`src/rtl/pulse_interval_pkg.sv`:
```
// Shared types and constants for the ZCD pulse-interval link.
// Preamble symbols are used by the encoder only when PULSE_PREAMBLE_EN is defined.
package pulse_interval_pkg;

   typedef enum logic [2:0] {
      IDLE = 3'd0,
      PRE  = 3'd1,
      HIGH = 3'd2,
      LOW  = 3'd3,
      GAP  = 3'd4
   } state_t;

   localparam int DEF_ZERO_HI   = 2;
   localparam int DEF_ONE_HI    = 5;
   localparam int DEF_LOW_GAP   = 2;
   localparam int DEF_FRAME_GAP = 4;

   localparam logic [3:0] PREAMBLE = 4'b0101;

   function automatic int max3(input int a, input int b, input int c);
      int m;
      m = (a > b) ? a : b;
      return (m > c) ? m : c;
   endfunction

endpackage

```
`src/rtl/pulse_width_timer.sv`:
```
// Loadable down-counter shared by every timed phase of the encoder.
// Expire is high during the last cycle of a loaded interval (count == 1).
module pulse_width_timer #(
   parameter int CNT_W = 3
) (
   input  logic             sclk_3mhz,
   input  logic             reset_n,
   input  logic             load,
   input  logic [CNT_W-1:0] load_val,
   output logic             expire
);

   logic [CNT_W-1:0] count;

   always_ff @(posedge sclk_3mhz) begin
      if (!reset_n)
         count <= '0;
      else if (load)
         count <= load_val;
      else if (count != '0)
         count <= count - 1'b1;
   end

   assign expire = (count == CNT_W'(1));

endmodule

```
`src/rtl/pulse_interval_encode.sv`:
```
// Serialises words MSB-first as high pulses (short=0, long=1) each followed by a low gap.
// Define PULSE_PREAMBLE_EN to prefix every frame with the 0,1,0,1 preamble.
module pulse_interval_encode
   import pulse_interval_pkg::*;
#(
   parameter int DATA_W    = 8,
   parameter int ZERO_HI   = DEF_ZERO_HI,
   parameter int ONE_HI    = DEF_ONE_HI,
   parameter int LOW_GAP   = DEF_LOW_GAP,
   parameter int FRAME_GAP = DEF_FRAME_GAP
) (
   input  logic              sclk_3mhz,
   input  logic              reset_n,
   input  logic [DATA_W-1:0] data_in,
   input  logic              data_valid,
   output logic              data_ready,
   output logic              zcd_pulse_out,
   output logic              busy,
   output logic              frame_done
);

   localparam int TW  = $clog2(max3(ONE_HI, LOW_GAP, FRAME_GAP) + 1);
   localparam int BCW = (DATA_W > 1) ? $clog2(DATA_W) : 1;

   state_t            state;
   logic [DATA_W-1:0] shift_reg;
   logic [DATA_W-1:0] shift_nxt;
   logic [BCW-1:0]    bit_cnt;
   logic              accept;
   logic              tmr_load;
   logic [TW-1:0]     tmr_val;
   logic              tmr_expire;
`ifdef PULSE_PREAMBLE_EN
   logic [1:0]        pre_cnt;
   logic [1:0]        pre_idx;
   logic              pre_hi;
`endif

   function automatic logic [TW-1:0] hi_width(input logic b);
      return b ? TW'(ONE_HI) : TW'(ZERO_HI);
   endfunction

   assign accept    = data_valid && data_ready;
   assign shift_nxt = shift_reg << 1;
`ifdef PULSE_PREAMBLE_EN
   assign pre_idx   = pre_cnt - 2'd1;
`endif

   pulse_width_timer #(.CNT_W(TW)) u_timer (
      .sclk_3mhz (sclk_3mhz),
      .reset_n   (reset_n),
      .load      (tmr_load),
      .load_val  (tmr_val),
      .expire    (tmr_expire)
   );

   // Timer reload happens on the edge that leaves a phase, so each phase lasts exactly its width
   always_comb begin
      tmr_load = 1'b0;
      tmr_val  = '0;
      case (state)
         IDLE: if (accept) begin
            tmr_load = 1'b1;
`ifdef PULSE_PREAMBLE_EN
            tmr_val  = hi_width(PREAMBLE[3]);
`else
            tmr_val  = hi_width(data_in[DATA_W-1]);
`endif
         end
`ifdef PULSE_PREAMBLE_EN
         PRE: if (tmr_expire) begin
            tmr_load = 1'b1;
            if (pre_hi)
               tmr_val = TW'(LOW_GAP);
            else if (pre_cnt == 2'd0)
               tmr_val = hi_width(shift_reg[DATA_W-1]);
            else
               tmr_val = hi_width(PREAMBLE[pre_idx]);
         end
`endif
         HIGH: if (tmr_expire) begin
            tmr_load = 1'b1;
            tmr_val  = TW'(LOW_GAP);
         end
         LOW: if (tmr_expire) begin
            if (bit_cnt != '0) begin
               tmr_load = 1'b1;
               tmr_val  = hi_width(shift_nxt[DATA_W-1]);
            end else if (FRAME_GAP > 0) begin
               tmr_load = 1'b1;
               tmr_val  = TW'(FRAME_GAP);
            end
         end
         default: ;
      endcase
   end

   // Outputs trail the state by one cycle, giving the one-edge accept-to-pulse latency
   always_ff @(posedge sclk_3mhz) begin
      if (!reset_n) begin
         state         <= IDLE;
         bit_cnt       <= '0;
         zcd_pulse_out <= 1'b0;
         data_ready    <= 1'b0;
         busy          <= 1'b0;
         frame_done    <= 1'b0;
`ifdef PULSE_PREAMBLE_EN
         pre_cnt       <= 2'd0;
         pre_hi        <= 1'b0;
`endif
      end else begin
`ifdef PULSE_PREAMBLE_EN
         zcd_pulse_out <= (state == HIGH) || ((state == PRE) && pre_hi);
`else
         zcd_pulse_out <= (state == HIGH);
`endif
         busy          <= (state != IDLE) || accept;
         data_ready    <= (state == IDLE) && !accept;
         frame_done    <= 1'b0;
         case (state)
            IDLE: if (accept) begin
               bit_cnt <= BCW'(DATA_W - 1);
`ifdef PULSE_PREAMBLE_EN
               state   <= PRE;
               pre_cnt <= 2'd3;
               pre_hi  <= 1'b1;
`else
               state   <= HIGH;
`endif
            end
`ifdef PULSE_PREAMBLE_EN
            PRE: if (tmr_expire) begin
               if (pre_hi) begin
                  pre_hi <= 1'b0;
               end else if (pre_cnt == 2'd0) begin
                  state  <= HIGH;
               end else begin
                  pre_cnt <= pre_idx;
                  pre_hi  <= 1'b1;
               end
            end
`endif
            HIGH: if (tmr_expire) state <= LOW;
            LOW: if (tmr_expire) begin
               if (bit_cnt != '0) begin
                  bit_cnt <= bit_cnt - 1'b1;
                  state   <= HIGH;
               end else if (FRAME_GAP > 0) begin
                  state <= GAP;
               end else begin
                  state      <= IDLE;
                  frame_done <= 1'b1;
               end
            end
            GAP: if (tmr_expire) begin
               state      <= IDLE;
               frame_done <= 1'b1;
            end
            default: state <= IDLE;
         endcase
      end
   end

   always_ff @(posedge sclk_3mhz) begin
      if ((state == IDLE) && accept)
         shift_reg <= data_in;
      else if ((state == LOW) && tmr_expire && (bit_cnt != '0))
         shift_reg <= shift_nxt;
   end

endmodule

```
`config.mk`:
```
export PLATFORM = sky130hd
export DESIGN_NAME = pulse_interval_encode
export DESIGN_NICKNAME = d
export VERILOG_FILES = /design/src/rtl/pulse_interval_pkg.sv /design/src/rtl/pulse_width_timer.sv /design/src/rtl/pulse_interval_encode.sv
export SDC_FILE = /design/constraint.sdc
export NUM_CORES = 1
export LEC_CHECK = 0
export CAP_MARGIN = 20
export CORE_ASPECT_RATIO = 0.8
export CORE_MARGIN = 2
export CORE_UTILIZATION = 47
export CTS_CLUSTER_SIZE = 40
export DETAILED_ROUTE_END_ITERATION = 10
export GPL_ROUTABILITY_DRIVEN = 0
export GPL_TIMING_DRIVEN = 0
export PLACE_DENSITY = 0.76
export SLEW_MARGIN = 30
export SYNTH_ARGS = -nofsm -noshare
export SYNTH_HDL_FRONTEND = slang
export SYNTH_SLANG_ARGS = --single-unit
```
`constraint.sdc`:
```
create_clock -name sclk_3mhz -period 1.8 [get_ports sclk_3mhz]
set_input_delay 0.18 -clock sclk_3mhz [delete_from_list [all_inputs] [get_ports sclk_3mhz]]
set_output_delay 0.18 -clock sclk_3mhz [all_outputs]
set_load 0.01 [all_outputs]
```
==> results.py <==
metrics = {
    "run": {
        "cap_violations": 0,
    },
    "routing": {
        "final_antenna_net_count": 0,
        "first_pass_iters": 4,
        "viasPerCell": 5.59,
        "routed-via-count": 744,
        "dr.first_iter.drc_count": 27,
        "avgRoutedWirePerCell_um": 14.1,
        "routed_wl_um": 1870,
        "drc": 0,
    },
    "logic_synthesis": {
        "syn_area_per_cell_um2": 11.0,
        "yosysWarnings": 0,
        "yosysSeqAreaShare": 0.469,
        "synthArstFlopShare": 0,
        "synth_edf_count": 7,
        "synth_nets": 107,
        "netlist_instances": 91,
        "syn_area_um2": 1000,
        "synth_cell_types": 34,
        "ys_seq_elements": 20,
        "synth-main-ff-cell": "dfxtp_1",
    },
    "grt": {
        "track_usage": 0.162,
        "first_global_vias": 673,
        "globalRoute.totalOverflow": 0,
        "grt_max_degree": 12,
        "grt_pass1_wl_um": 3040,
        "antenna_found_initial": 0,
    },
    "critical_path": {
        "crit_top_cell": "buf_6",
        "crit_chain": "buf_4 -> nor2_2 -> and4b_1 -> buf_6 -> buf_6 -> mux2_1",
        "crit_fanout": 10,
        "crit_path_start_kind": "flop",
        "slowest_delay_ns": 0.33,
        "worstSetupPathType": "reg2reg",
        "path_buf_inv": 3,
        "required_ns": 1.86,
        "rrSetupSlack_ns": 0.09,
        "critPathArrivalTime_ns": 1.77,
        "critPathTopFamily": "buffers and inverters",
        "crit_slowest_cell": "mux2_1",
        "endpoint_kind": "flop",
    },
    "floorplan": {
        "ios": 15,
        "dieWidth_um": 55.6,
        "die_area_um2": 2520,
        "rows": 14,
        "initial_core_util": 0.515,
        "core_area_um2": 1940,
        "dieHeight_um": 45.3,
    },
    "sta": {
        "setup_viol": 0,
        "period_share": 0.949,
        "fmax_ghz": 0.586,
        "final-hold-violation-count": 0,
        "maxSlewViolCount": 0,
        "worstMarginPinSlew_ns": 0.412,
        "hold_ws_ns": 0.506,
        "slew_headroom": 0.725,
        "min_period_ns": 1.71,
        "grt_setup_unrepaired": "false",
        "skew_ns": 0.00415,
    },
    "pwr": {
        "vdd_ir_drop_max_mv": 0.691,
        "pwr_density_cell_nw_per_um2": 1110,
        "finalPower_mw": 1.37,
        "p_leak_nw": 0.498,
    },
    "run_status": {
        "status": "completed",
    },
    "finish": {
        "fin_nets": 126,
        "post-route-util": 0.636,
        "antenna-diode-count": 0,
        "drive_gt1_frac": 0.156,
        "syn2layout_area_growth_pct": 23.3,
        "largest_reg_flops": 7,
        "final_cell_area_um2": 1240,
    },
    "placement": {
        "portBuffers": 14,
        "hpwlAfterDp_um": 1300,
        "place_area_um2": 1170,
    },
    "clock_tree": {
        "clk_latency_ns": 0.30,
        "numCtsBuffers": 3,
        "clock_sinks": 20,
        "htreeDepth": 1,
        "cts_buffer_depth": 2,
        "cts_setup_buffers": 0,
        "cts_tree": "built",
        "hold_buffers": 0,
        "cts_root_buf": "clkbuf_4",
        "clkTransAtPathRegs_ns": 0.11,
    },
    "min_path": {
        "hp-class": "in2reg",
    },
}
[report_power, final]
part	leakage [nW]	switching, mW	total, mW	internal (mW)
Clock	0.0210	0.140	0.263	0.124
Sequential	0.172	0.0561	0.614	0.558
Combinational	0.305	0.241	0.490	0.249
[synthesized netlist by cell type, types with 2 or more instances]
master    count  share of area
nor2_1        2         0.0075
edfxtp_1      7           0.21
nor2b_1       3          0.019
and3_1        4          0.025
a211o_1       2          0.017
a22oi_1       2          0.015
a21oi_1       4          0.020
nor3b_1       3          0.022
mux2_1        6          0.067
inv_1         8          0.030
ha_1          5          0.062
dfxtp_1      13           0.26
nand2_1       3          0.011
o41ai_1       2          0.017
o21ai_0       3          0.015
and4b_1       2          0.020
nand2b_1      3          0.019
buf_4         3          0.022
[layout make-up]
| class | count | area (um2) |
|---|---|---|
| sequential | 20 | 473 |
| tap | 24 | 30.0 |
| inverter | 8 | 32.5 |
| clock buffer | 4 | 36.3 |
| buffer | 5 | 45.0 |
| fill | 165 | 708 |
| multi-input combinational | 58 | 479 |
| timing repair buffer | 14 | 140 |
[per-layer routing]
metal  global-route usage  vias up  wire [um]
met5                    0        -          0
met4               0.0732        0         19
met3               0.0602        2        140
met2                0.260       21        843
met1                0.198      347        867
li1                     -      374          -
[through the flow]
step | setup slack, ns | std cells | TNS [ns]
6_report | 0.0926 | 133 | 0
5_1_grt | 0.00230 | 133 | 0
4_1_cts | 0.0373 | 133 | 0
3_5_place_dp | -0.0616 | 129 | -0.483
3_3_place_gp | -0.0121 | 129 | -0.0946
2_1_floorplan | 0.138 | 91 | 0
[cell families (layout without fill, tap and decap cells)]
| group | Yosys count | in the layout | synth area share |
|---|---|---|---|
| XOR/XNOR | 1 | 1 | 0.00874 |
| AO/OA/AOI/OAI | 20 | 20 | 0.145 |
| multiplexers | 7 | 7 | 0.0824 |
| flip-flops | 20 | 20 | 0.469 |
| AND/OR/NAND/NOR | 25 | 25 | 0.165 |
| adder cells (fa/ha/maj) | 5 | 5 | 0.0624 |
| buffers and inverters | 13 | 31 | 0.0674 |
[layout by cell type (no fill, tap or decap), types with 2 or more instances in the layout]
master / synthesis / routed
a211o_1: 2 / 2
a21oi_1: 4 / 4
a22oi_1: 2 / 2
and3_1: 4 / 3
and4b_1: 2 / 2
buf_6: 1 / 3
clkbuf_4: 0 / 3
clkdlybuf4s50_1: 0 / 14
dfxtp_1: 13 / 11
dfxtp_2: 0 / 2
edfxtp_1: 7 / 7
ha_1: 5 / 4
inv_1: 8 / 7
mux2_1: 6 / 6
nand2_1: 3 / 3
nand2b_1: 3 / 3
nor2b_1: 3 / 3
nor3b_1: 3 / 3
o21ai_0: 3 / 3
o41ai_1: 2 / 2
[worst min-delay path, stage by stage]
cell and delay [ns]:
clkdlybuf4s50_1 0.45, nand2_1 0.08, a31oi_1 0.06
[final timing paths]
check | cells after the start | endpoint | from
max reg2reg | 6 | shift_reg[6] | state[0]
min | 3 | u_timer.count[2] | data_in[7]
max | 6 | shift_reg[6] | state[0]
min reg2reg | 1 | state[1] | state[2]
[timing repair]
item,in CTS,in global routing
gates resized for setup,2,9
pin swaps,0,1
setup endpoints to repair,8,14
Note: power is estimated with default switching activity, not from simulation.
==> edit 1, RTL diff (same settings) <==
`DEF_LOW_GAP`: 2 -> 1.
--- a/src/rtl/pulse_interval_pkg.sv
+++ b/src/rtl/pulse_interval_pkg.sv
@@ -12,7 +12,7 @@
 
    localparam int DEF_ZERO_HI   = 2;
    localparam int DEF_ONE_HI    = 5;
-   localparam int DEF_LOW_GAP   = 2;
+   localparam int DEF_LOW_GAP   = 1;
    localparam int DEF_FRAME_GAP = 4;
 
    localparam logic [3:0] PREAMBLE = 4'b0101;
Behaviour: not the same (Yosys sat finds a counterexample within 10 cycles, from zero or initial values and one cycle with reset_n low).
==> edit 1 against the original RTL <==
First-iteration DRC count is 81% lower; cell count down 3.0%; routed wire length fell by 11%; power is 11% lower; count of clock-buffer cells in the layout did not move; setup slack lost 0.026 ns; area after synthesis fell by 1.9%; final area fell by 2.4%; sequential cell count unchanged; highest routed layer is now met3.
==> edit 1: results (changes against the original RTL) <==
status: "complete, no violations"
slowest_stage: "mux2_2"
worst_slew_pin_slew_ns: 0.3162  # -0.09596 ns
synth-edff-count: 7  # unchanged
antenna_found_initial: 0  # unchanged
dr.pass1.iters: 4  # unchanged
worstPathMaxFanout: 10  # unchanged
cts_buffer_depth: 2  # unchanged
root_buffer: "clkbuf_4"
power.leakage_nw: 0.4621  # -7.2%
drtIter0Drc: 5  # -81%
skew_ns: 0.009486  # +0.005334 ns
dpl.hpwl_mm: 1.246  # -4.1%
grt_start_max_net_pins: 12  # unchanged
yosysUniqueCellTypes: 35  # +2.9%
synth_warnings: 0  # unchanged
ys_top_cells_by_count: "dfxtp_1, edfxtp_1, inv_1, mux2_2, ha_1"
cts.htree.levels: 1  # unchanged
syn-num-nets: 103  # -3.7%
arrival_ns: 1.80  # +0.03 ns
synthCells: 87  # -4.4%
vias: 691  # -7.1%
io_buffers: 14  # unchanged
crit_family: "buffers and inverters"
largest_reg_flops: 7  # unchanged
dp_cells: 125  # -3.1%
placedInstanceArea_um2: 1154  # -1.6%
nFillCells: 164  # -0.61%
routed_wl_mm: 1.670  # -11%
grt_pass1_wl_mm: 2.725  # -10%
hold_path_class: "reg -> reg"
worst_skew_pair.late_latency_ns: 0.30  # about the same
num_antenna_cells: 0  # unchanged
synthTopCellsByArea: "dfxtp_1, edfxtp_1, mux2_2, ha_1, nand2b_1"
ys_seq_area_frac: 0.4784  # +0.008958
wire_per_inst_um: 12.95  # -8.0%
grt_use_total: 0.1604  # -0.001199
pre_cts_slack_ns: 0.01826  # +0.07985 ns
cts_post_setup_buffers_inserted: 0  # unchanged
numCtsBuffers: 3  # unchanged
ys_async_sr_fraction: 0  # unchanged
final_nets: 122  # -3.2%
layout-drive-gt1-share: 0.2095  # +0.05356
peakVddDrop_mv: 0.7274  # +5.2%
grt_pass1_vias: 619  # -8.0%
report.final.slew_viol_count: 0  # unchanged
clkTransAtPathRegs_ns: 0.12
max_stage_delay_ns: 0.36  # +0.03 ns
==> edit 1: layer usage <==
metal / global-route usage / part of all wire
met1: 0.2102 / 0.49
met2: 0.2500 / 0.44
met3: 0.06954 / 0.066
met4: 0.02927 / 0
met5: 0 / 0
==> edit 1: final cells by class <==
class                      count  area [um^2]  area share
timing repair buffer          14        140.1      0.1162
sequential                    20        471.7      0.3911
buffer                         4        37.54     0.03112
inverter                       6        22.52     0.01867
clock buffer                   4        36.28     0.03008
multi-input combinational     57        467.9      0.3880
tap                           24        30.03     0.02490
==> edit 1: report_power, final <==
group / internal [mW] / switching (mW) / leakage, nW
registers: 0.531 / 0.0440 / 0.172
logic: 0.201 / 0.184 / 0.269
clock network: 0.123 / 0.139 / 0.0210
==> edit 1: path summary, 6_finish.rpt <==
check / cells after the start / slack, ns / end / startpoint
max: 6 / 0.07 / shift_reg[3] / state[0]
min: 1 / 0.48 / bit_cnt[0] / bit_cnt[0]
max reg2reg: 6 / 0.07 / shift_reg[3] / state[0]
min reg2reg: 1 / 0.48 / bit_cnt[0] / bit_cnt[0]
==> edit 1: cell families after synthesis <==
family                   count (synthesis)  share of synthesized area
multiplexers                             7                    0.08396
XOR/XNOR                                 1                   0.008907
flip-flops                              20                     0.4784
buffers and inverters                   10                    0.06106
AO/OA/AOI/OAI                           17                     0.1260
adder cells (fa/ha/maj)                  5                    0.06361
AND/OR/NAND/NOR                         27                     0.1781
==> edit 1: repair_timing <==
action / CTS / global route
endpoints found under the setup margin: 0 / 8
resized for setup: 0 / 4
hold buffers: 0 / 0
==> edit 1: worst register-to-register path, stage by stage (launching register included) <==
cell	delay (ns)
dfxtp_1	0.32
buf_4	0.15
nor2_2	0.13
and4b_1	0.23
buf_6	0.13
buf_4	0.18
mux2_2	0.36
==> edit 2, RTL diff (config.mk and constraints unchanged) <==
Made on the original files. The 5 states of `state_t` get a one-hot encoding in 5 bits.
--- a/src/rtl/pulse_interval_pkg.sv
+++ b/src/rtl/pulse_interval_pkg.sv
@@ -2,12 +2,12 @@
 // Preamble symbols are used by the encoder only when PULSE_PREAMBLE_EN is defined.
 package pulse_interval_pkg;
 
-   typedef enum logic [2:0] {
-      IDLE = 3'd0,
-      PRE  = 3'd1,
-      HIGH = 3'd2,
-      LOW  = 3'd3,
-      GAP  = 3'd4
+   typedef enum logic [4:0] {
+      IDLE = 5'b00001,
+      PRE  = 5'b00010,
+      HIGH = 5'b00100,
+      LOW  = 5'b01000,
+      GAP  = 5'b10000
    } state_t;
 
    localparam int DEF_ZERO_HI   = 2;
Function: no difference found for any inputs over 10 cycles, from zero or initial values and one cycle with reset_n low; not proved beyond that.
==> edit 2 against the original RTL <==
Via count rose by 2.0%; cell count rose by 4.5%; sequential cell count rose by 1; routed wire length rose by 7.6%; area after synthesis rose by 7.5%; final area rose by 6.5%; power fell by 5.3%; setup slack got worse by 0.040 ns; synthesized cell count rose by 2.2%; critical path type unchanged; largest power group unchanged.
==> edit 2: results (changes against the original RTL) <==
peakVddDrop_mv: 0.7394  # +6.9%
grt_use_total: 0.1669  # +0.005251
worst_slew_pin_slew_ns: 0.4855  # +0.07332 ns
cts_buffer_depth: 2  # unchanged
synth-seq-cells: 21  # +5.0%
nonClkBufAreaFrac: 0.1350  # -0.01482
arrival_ns: 1.83  # +0.06 ns
grt_pass1_wl_mm: 3.325  # +9.3%
status: "complete, no violations"
multi_input_area_share: 0.4316  # +0.04391
avgSynthCellArea_um2: 11.58  # +5.2%
synth-edff-count: 7  # unchanged
routed_wl_mm: 2.013  # +7.6%
multi_input_cells: 65  # +12%
nFillCells: 180  # +9.1%
slowest_stage: "dfxtp_1"
numCtsBuffers: 3  # unchanged
layout-drive-gt1-share: 0.2368  # +0.08088
wire_per_inst_um: 14.48  # +2.9%
io_buffers: 14  # unchanged
worst-r2r-cell-count: 4  # -2
dr.pass1.iters: 4  # unchanged
yosysUniqueCellTypes: 37  # +8.8%
hold_ws_ns: 0.4737  # -0.03276 ns
seq_area_frac: 0.3755  # -0.007114
num_rows: 15  # +1
clk_share: 0.01996  # -0.009390
drtIter0Drc: 15  # -44%
dpl.hpwl_mm: 1.427  # +9.8%
r2r-start: "state[4]"
num-nonclk-inverters: 5  # -3
r2r-end: "shift_reg[5]"
ys_async_sr_fraction: 0  # unchanged
crit_family: "simple AND/OR/NAND/NOR gates"
nClkBuffers: 4  # unchanged
placedInstanceArea_um2: 1249  # +6.5%
final_nets: 131  # +4.0%
ys.flop_type: "dfxtp_1"
worst_skew_pair.late_latency_ns: 0.32  # +0.02 ns
whs_path_depth: 3  # unchanged
clkTransAtPathRegs_ns: 0.12
largest_reg_flops: 7  # unchanged
num_antenna_cells: 0  # unchanged
synthTopCellsByArea: "dfxtp_1, edfxtp_1, mux2_2, ha_1, nor4b_4"
cellPowerDensity_nw_per_um2: 983.1  # -11%
skew_ns: 0.004139  # -0.00001274 ns
hold_path_class: "in -> reg"
ys_seq_area_frac: 0.4553  # -0.01413
synth_warnings: 0  # unchanged
root_buffer: "clkbuf_4"
grt_pass1_vias: 727  # +8.0%
ys_top_cells_by_count: "dfxtp_1, edfxtp_1, nand2_1"
max_stage_delay_ns: 0.43  # +0.10 ns
pre_cts_slack_ns: -0.1031  # -0.04151 ns
power.leakage_nw: 0.5432  # +9.1%
syn-num-nets: 109  # +1.9%
vias_per_cell: 5.460  # -2.4%
grt_start_max_net_pins: 12  # unchanged
r2r_slack_ns: 0.05  # -0.04 ns
[edit 2: changes by cell type in the layout (fill, tap and decap cells not counted), moves of 3 or more]
cell,unedited run,this run
nand2_1,3,7
mux2_2,0,6
mux2_1,6,0
inv_1,7,4
nor3b_1,3,0
[edit 2: routing by layer]
layer	global-route usage	share of wire	up-vias	wire [um]
li1	-	-	385	-
met1	0.2179	0.49	361	993
met2	0.2682	0.46	9	929
met3	0.06061	0.033	4	67
met4	0.04186	0.011	0	23
met5	0	0	-	0
[edit 2: worst reg2reg max path, delay by kind of cell (launching register included)]
family,cells,cell delay [ns]
muxes,1,0.34
buffers and inverters,1,0.14
and+or+nand+nor,2,0.60
DFF,1,0.43
[edit 2: timing repair]
action | 4_1_cts | 5_1_grt
hold endpoints to repair | 0 | 0
gates resized for setup | 2 | 5
setup endpoints to repair | 12 | 12
setup buffers | 3 | 0
[edit 2: report_power, final]
part	switching (mW)	internal, mW	total (mW)
clock network	0.154	0.0868	0.241
registers	0.0718	0.565	0.637
logic	0.194	0.223	0.417
[edit 2: kinds of logic after synthesis]
kind of cell	count (synthesis)	synth area share
fa+ha+maj	5	0.05807
xor+xnor	2	0.01626
buf+inv	7	0.03136
simple gates	30	0.2102
flops	21	0.4553
compound gates	20	0.1429
mux	8	0.08594
[edit 2: worst max-delay path by stage]
stage                          start            to  slack, ns  cells after the start
floorplan           u_timer.count[1]    bit_cnt[2]       0.09                      6
global placement    u_timer.count[1]    bit_cnt[2]      -0.08                      6
detailed placement  u_timer.count[1]    bit_cnt[2]      -0.10                      6
CTS                 u_timer.count[1]    bit_cnt[2]     0.0003                      6
global route        u_timer.count[1]    bit_cnt[2]      -0.01                      6
finish                      state[4]  shift_reg[5]       0.05                      4
